### src/rtl/alarm_pkg.sv
// Shared constants for the anti-theft controller: state codes and timer interval codes.
// The display decoder and the testbench import this package as well.
package alarm_pkg;

    typedef enum logic [2:0] {
        StArmed         = 3'd0,
        StTriggered     = 3'd1,
        StSoundAlarm    = 3'd2,
        StAlarmHold     = 3'd3,
        StDisarmed      = 3'd4,
        StWaitDoorOpen  = 3'd5,
        StWaitDoorClose = 3'd6,
        StArmDelay      = 3'd7
    } state_t;

    typedef enum logic [1:0] {
        IntArmDelay       = 2'b00,
        IntDriverDelay    = 2'b01,
        IntPassengerDelay = 2'b10,
        IntAlarmOn        = 2'b11
    } interval_t;

endpackage

### src/rtl/alarm_fsm_if.sv
// Signal bundle between the alarm controller and its environment (debouncers, timer,
// siren, LED, display). The slave modport is the controller's view.
interface alarm_fsm_if;
    import alarm_pkg::*;

    logic       ignition;
    logic       door_driver;
    logic       door_pass;
    logic       reprogram;
    logic       expired;
    logic       one_hz_enable;
    logic       start_timer;
    logic [1:0] interval_sel;
    logic       enable_siren;
    logic       status;
    logic [2:0] estado;

    modport master (
        output ignition, door_driver, door_pass, reprogram, expired, one_hz_enable,
        input  start_timer, interval_sel, enable_siren, status, estado
    );

    modport slave (
        input  ignition, door_driver, door_pass, reprogram, expired, one_hz_enable,
        output start_timer, interval_sel, enable_siren, status, estado
    );

endinterface

### src/rtl/alarm_fsm.sv
// Central control state machine of the car anti-theft system. Every output is a register;
// the next-state logic decides the new state and the values the outputs take with it.
module alarm_fsm
    import alarm_pkg::*;
(
    input  logic         clk,
    input  logic         reset,
    alarm_fsm_if.slave   bus
);

    state_t    state_q, state_d;
    interval_t interval_q, interval_d;
    logic      start_q, start_d;
    logic      status_q, status_d;
    logic      siren_q, siren_d;
    logic      any_door;
    logic      expired_ok;

    assign any_door   = bus.door_driver | bus.door_pass;
    // The cycle that loads the timer cannot also see it expire.
    assign expired_ok = bus.expired & ~start_q;

    // Next state, timer request and output values, with reprogram > ignition > doors > expired.
    always_comb begin
        state_d    = state_q;
        interval_d = interval_q;
        start_d    = 1'b0;

        if (bus.reprogram) begin
            state_d = StArmed;
        end else if (bus.ignition && state_q != StDisarmed) begin
            state_d = StDisarmed;
        end else begin
            unique case (state_q)
                StArmed: begin
                    if (bus.door_driver) begin
                        state_d    = StTriggered;
                        interval_d = IntDriverDelay;
                        start_d    = 1'b1;
                    end else if (bus.door_pass) begin
                        state_d    = StTriggered;
                        interval_d = IntPassengerDelay;
                        start_d    = 1'b1;
                    end
                end
                StTriggered: begin
                    if (expired_ok) state_d = StSoundAlarm;
                end
                StSoundAlarm: begin
                    if (!any_door) begin
                        state_d    = StAlarmHold;
                        interval_d = IntAlarmOn;
                        start_d    = 1'b1;
                    end
                end
                StAlarmHold: begin
                    if (any_door)        state_d = StSoundAlarm;
                    else if (expired_ok) state_d = StArmed;
                end
                StDisarmed: begin
                    if (!bus.ignition) state_d = StWaitDoorOpen;
                end
                StWaitDoorOpen: begin
                    if (bus.door_driver) state_d = StWaitDoorClose;
                end
                StWaitDoorClose: begin
                    if (!any_door) begin
                        state_d    = StArmDelay;
                        interval_d = IntArmDelay;
                        start_d    = 1'b1;
                    end
                end
                StArmDelay: begin
                    if (any_door)        state_d = StWaitDoorClose;
                    else if (expired_ok) state_d = StArmed;
                end
                default: state_d = StArmed;
            endcase
        end

        unique case (state_d)
            // Entering ARMED starts the blink from 0; staying in ARMED toggles on the strobe.
            StArmed:                              status_d = (state_q == StArmed) ?
                                                             (status_q ^ bus.one_hz_enable) : 1'b0;
            StTriggered, StSoundAlarm, StAlarmHold: status_d = 1'b1;
            default:                              status_d = 1'b0;
        endcase

        siren_d = (state_d == StSoundAlarm) || (state_d == StAlarmHold);
    end

    // State and output registers, synchronous active-high reset.
    always_ff @(posedge clk) begin
        if (reset) begin
            state_q    <= StArmed;
            interval_q <= IntArmDelay;
            start_q    <= 1'b0;
            status_q   <= 1'b0;
            siren_q    <= 1'b0;
        end else begin
            state_q    <= state_d;
            interval_q <= interval_d;
            start_q    <= start_d;
            status_q   <= status_d;
            siren_q    <= siren_d;
        end
    end

    assign bus.start_timer  = start_q;
    assign bus.interval_sel = interval_q;
    assign bus.enable_siren = siren_q;
    assign bus.status       = status_q;
    assign bus.estado       = state_q;

endmodule

### src/flat_wrapper.sv
// flat-port wrapper written by rule: the top's interface ports become plain ports
module alarm_fsm_flat import alarm_pkg::*;
  (clk, reset, bus_ignition, bus_door_driver, bus_door_pass, bus_reprogram, bus_expired, bus_one_hz_enable, bus_start_timer, bus_interval_sel, bus_enable_siren, bus_status, bus_estado);
  alarm_fsm_if bus_i ();
  input  logic clk;
  input  logic reset;
  input wire logic [$bits(bus_i.ignition)-1:0] bus_ignition;
  input wire logic [$bits(bus_i.door_driver)-1:0] bus_door_driver;
  input wire logic [$bits(bus_i.door_pass)-1:0] bus_door_pass;
  input wire logic [$bits(bus_i.reprogram)-1:0] bus_reprogram;
  input wire logic [$bits(bus_i.expired)-1:0] bus_expired;
  input wire logic [$bits(bus_i.one_hz_enable)-1:0] bus_one_hz_enable;
  output wire logic [$bits(bus_i.start_timer)-1:0] bus_start_timer;
  output wire logic [$bits(bus_i.interval_sel)-1:0] bus_interval_sel;
  output wire logic [$bits(bus_i.enable_siren)-1:0] bus_enable_siren;
  output wire logic [$bits(bus_i.status)-1:0] bus_status;
  output wire logic [$bits(bus_i.estado)-1:0] bus_estado;
  assign bus_i.ignition = bus_ignition;
  assign bus_i.door_driver = bus_door_driver;
  assign bus_i.door_pass = bus_door_pass;
  assign bus_i.reprogram = bus_reprogram;
  assign bus_i.expired = bus_expired;
  assign bus_i.one_hz_enable = bus_one_hz_enable;
  assign bus_start_timer = bus_i.start_timer;
  assign bus_interval_sel = bus_i.interval_sel;
  assign bus_enable_siren = bus_i.enable_siren;
  assign bus_status = bus_i.status;
  assign bus_estado = bus_i.estado;
  alarm_fsm u_core (.clk(clk), .reset(reset), .bus(bus_i));
endmodule
### config.mk
export PLATFORM = sky130hd
export DESIGN_NAME = alarm_fsm_flat
export DESIGN_NICKNAME = d
export VERILOG_FILES = /design/src/rtl/alarm_pkg.sv /design/src/rtl/alarm_fsm_if.sv /design/src/rtl/alarm_fsm.sv /design/src/flat_wrapper.sv
export SDC_FILE = /design/constraint.sdc
export NUM_CORES = 1
export LEC_CHECK = 0
export ABC_AREA = 1
export CORE_AREA = 2 2 39 41
export CTS_BUF_LIST = sky130_fd_sc_hd__clkbuf_8
export DETAILED_ROUTE_END_ITERATION = 8
export DIE_AREA = 0 0 41 43
export HOLD_SLACK_MARGIN = 0.15
export PLACE_DENSITY = 0.75
export SLEW_MARGIN = 5
export SYNTH_ARGS = -nofsm -noshare
export SYNTH_HDL_FRONTEND = slang
export SYNTH_SLANG_ARGS = --single-unit
### constraint.sdc
create_clock -name clk -period 2.9 [get_ports clk]
set_input_delay 0.29 -clock clk [delete_from_list [all_inputs] [get_ports clk]]
set_output_delay 0.29 -clock clk [all_outputs]
set_load 0.005 [all_outputs]
==> results.tsv <==
metric	value	unit
Seq/Total Area, Yosys	0.3377	
reg2reg start	u_core.bus.estado[2]	
fmax	649.5	MHz
CTS Sinks	8	
CTS root buf	clkbuf_8	
Die ar.	1763	um^2
post-route ant nets	0	
global-route wire length before repair	1711	um
Reg2Reg Depth	9	
routed vias	518	
hold_sp	u_core.bus.interval_sel[0]	
crit path launch type	flop	
synthesized flop and latch total	8	
share of layout cells above drive strength 1	0.08081	
final instance area	685.7	um^2
Distinct cells, synth	14	
Pwr Density	463.7	nW/um^2
final hold vios	0	
PortBufs	15	
Ys Warns	0	
fillers	159	
Residual DRC	0	
CP required	2.61	ns
Rel. slew slack	0.7693	
flop2flop setup slack	1.57	ns
die span in x	41	um
CTS tree	done	
P_leak	0.0003338	uW
setup bufs post-CTS	0	
Worst Hold Path Cells	2	
Synth Net Count	89	
Max VDD drop	0.0003176	V
worst clock skew	0.001907	ns
CTS Buffer Depth	2	
crit path buf inv count	1	
CP Capture Type	output port	
status	complete, no violations	
crit path max-delay cell type	clkdlybuf4s50_1	
average size of a mapped cell	5.854	um^2
Yosys top cell by area	dfxtp_1	
CP Class	flop to output port	
crit path time final	1.540	ns
largest net degree at the start of global routing	8	
WHS Endpoint	u_core.bus.interval_sel[0]	
Top delay family on crit path	buffers and inverters	
CP cell instances	clkdlybuf4s50_1	
Area Growth Syn to Fin	44.59	%
number of max-cap violations	0	
initial antenna violation count	0	
gr usage total	0.1479	
Sum Neg Setup Slack	0	ns
DR WL/cell	9.626	um
critical path arrival	1.25	ns
reg2reg end	u_core.bus.status	
Final Power	318.0	uW
Clk pin slew, worst setup/hold paths	0.04	ns
CTS Buf Count	3	
final setup violating endpoints	0	
crit path max fanout	7	
Multi-input gate area	254.0	um^2
Max stage delay on crit path	0.55	ns
initial drt markers	24	
vias in the first global route	421	
Max Slew Vio Count	0	
Period Utilization, post-route	0.5309	
RSZ-0062 raised after global routing	false	
Final Net Count	109	
gpl congestion	0.8598	
Rows	14	
DR vias/cell	4.504	
Hold Crit Class	flop to flop	
Synth top area share	0.3377	
Mapped Cells	81	
HPWL after detailed placement	858.3	um
Worst-Skew Late Latency	0.24	ns
post-CTS sizing	0	
Slew @ Worst Pin	0.3448	ns
core outline area	1384	um^2
Initial Utilization	0.3427	
H-tree depth	1	
register area	160.2	um^2
total grt overflow	0	
Ports	16	
Die Ht	43	um
top post-synthesis cells by area	dfxtp_1, nand2_1, inv_1, nor2_1, nand3_1	
diode count	0	
Post-Route WL	1107	um
post-synthesis cell area	474.2	um^2
Hold Buf Count CTS	0	
TritonRoute pass-1 iters	4	
Placed Area	644.4	um^2
-- cell usage after synthesis, drive strengths merged --
cell type,instances
clkinv,1
dfxtp,8
inv,15
nand2,24
nand3,7
nand4,3
nor2,15
o21a,1
o21ai,6
xor2,1
-- flip-flops by register name, indices dropped and copies added, names as in the netlist --
name / cells
u_core.bus.enable_siren: 1
u_core.bus.estado: 3
u_core.bus.interval_sel: 2
u_core.bus.start_timer: 1
u_core.bus.status: 1
-- worst max path at each step --
stage | startpoint | endpoint | slack, ns | cells after the start
2_1_floorplan | u_core.bus.estado[1] | u_core.bus.interval_sel[0] | 1.76 | 7
3_3_place_gp | bus_door_driver | u_core.bus.status | 1.25 | 7
3_5_place_dp | bus_door_driver | u_core.bus.status | 1.21 | 7
4_1_cts | u_core.bus.estado[0] | bus_estado[0] | 1.36 | 1
5_1_grt | bus_door_driver | u_core.bus.status | 1.31 | 7
6_report | u_core.bus.estado[0] | bus_estado[0] | 1.36 | 1
-- power breakdown --
part,leakage [uW],switching (uW),internal (uW)
Combinational,0.000247,27.1,29.2
Clock,0.0000216,49.3,90.4
Sequential,0.0000654,5.52,116
Total,0.000334,81.9,236
-- cell families after synthesis --
logic type,count (synthesis),share of synthesized area
AND/OR/NAND/NOR,49,0.4380
buffers and inverters,16,0.1267
XOR/XNOR,1,0.01847
flip-flops,8,0.3377
AO/OA/AOI/OAI,7,0.07914
-- worst min-delay path: cells and delay by family (launching register included) --
kind / cells / cell delay (ns)
flops: 1 / 0.32
simple gates: 2 / 0.13
-- per-stage QoR --
stage	cells	utilization	setup slack [ns]	hold WS [ns]
2_1_floorplan	81	-	1.756	0.3624
3_3_place_gp	112	0.4656	1.246	0.4628
3_5_place_dp	112	0.4656	1.213	0.4758
4_1_cts	115	0.4955	1.358	0.4858
5_1_grt	115	0.4955	1.313	0.5090
6_report	115	0.4955	1.360	0.4783
-- per-layer routing --
metal	up-vias	routed length, um	part of all wire	GRT usage
met1	211	507	0.46	0.1845
li1	286	-	-	-
met4	0	22	0.020	0.08000
met5	-	0	0	0
met3	3	83	0.075	0.06283
met2	18	494	0.45	0.2063
-- area by class of cell --
cell class / count / share of cell area
clock buffer: 3 / 0.06022
inverter: 16 / 0.08759
multi-input combinational: 57 / 0.3704
sequential: 8 / 0.2336
tap: 16 / 0.02920
timing repair buffer: 15 / 0.2190
-- placed cells by master (no fill, tap or decap) --
cell / synthesis / layout
clkbuf_8: 0 / 3
clkdlybuf4s50_1: 0 / 15
clkinv_1: 1 / 1
dfxtp_1: 8 / 8
inv_1: 13 / 13
inv_2: 2 / 2
nand2_1: 23 / 23
nand2_2: 1 / 1
nand3_1: 7 / 7
nand4_1: 3 / 3
nor2_1: 13 / 13
nor2_2: 2 / 2
o21a_1: 1 / 1
o21ai_0: 5 / 5
o21ai_1: 1 / 1
xor2_1: 1 / 1
Power figures use the tool's default switching activity.
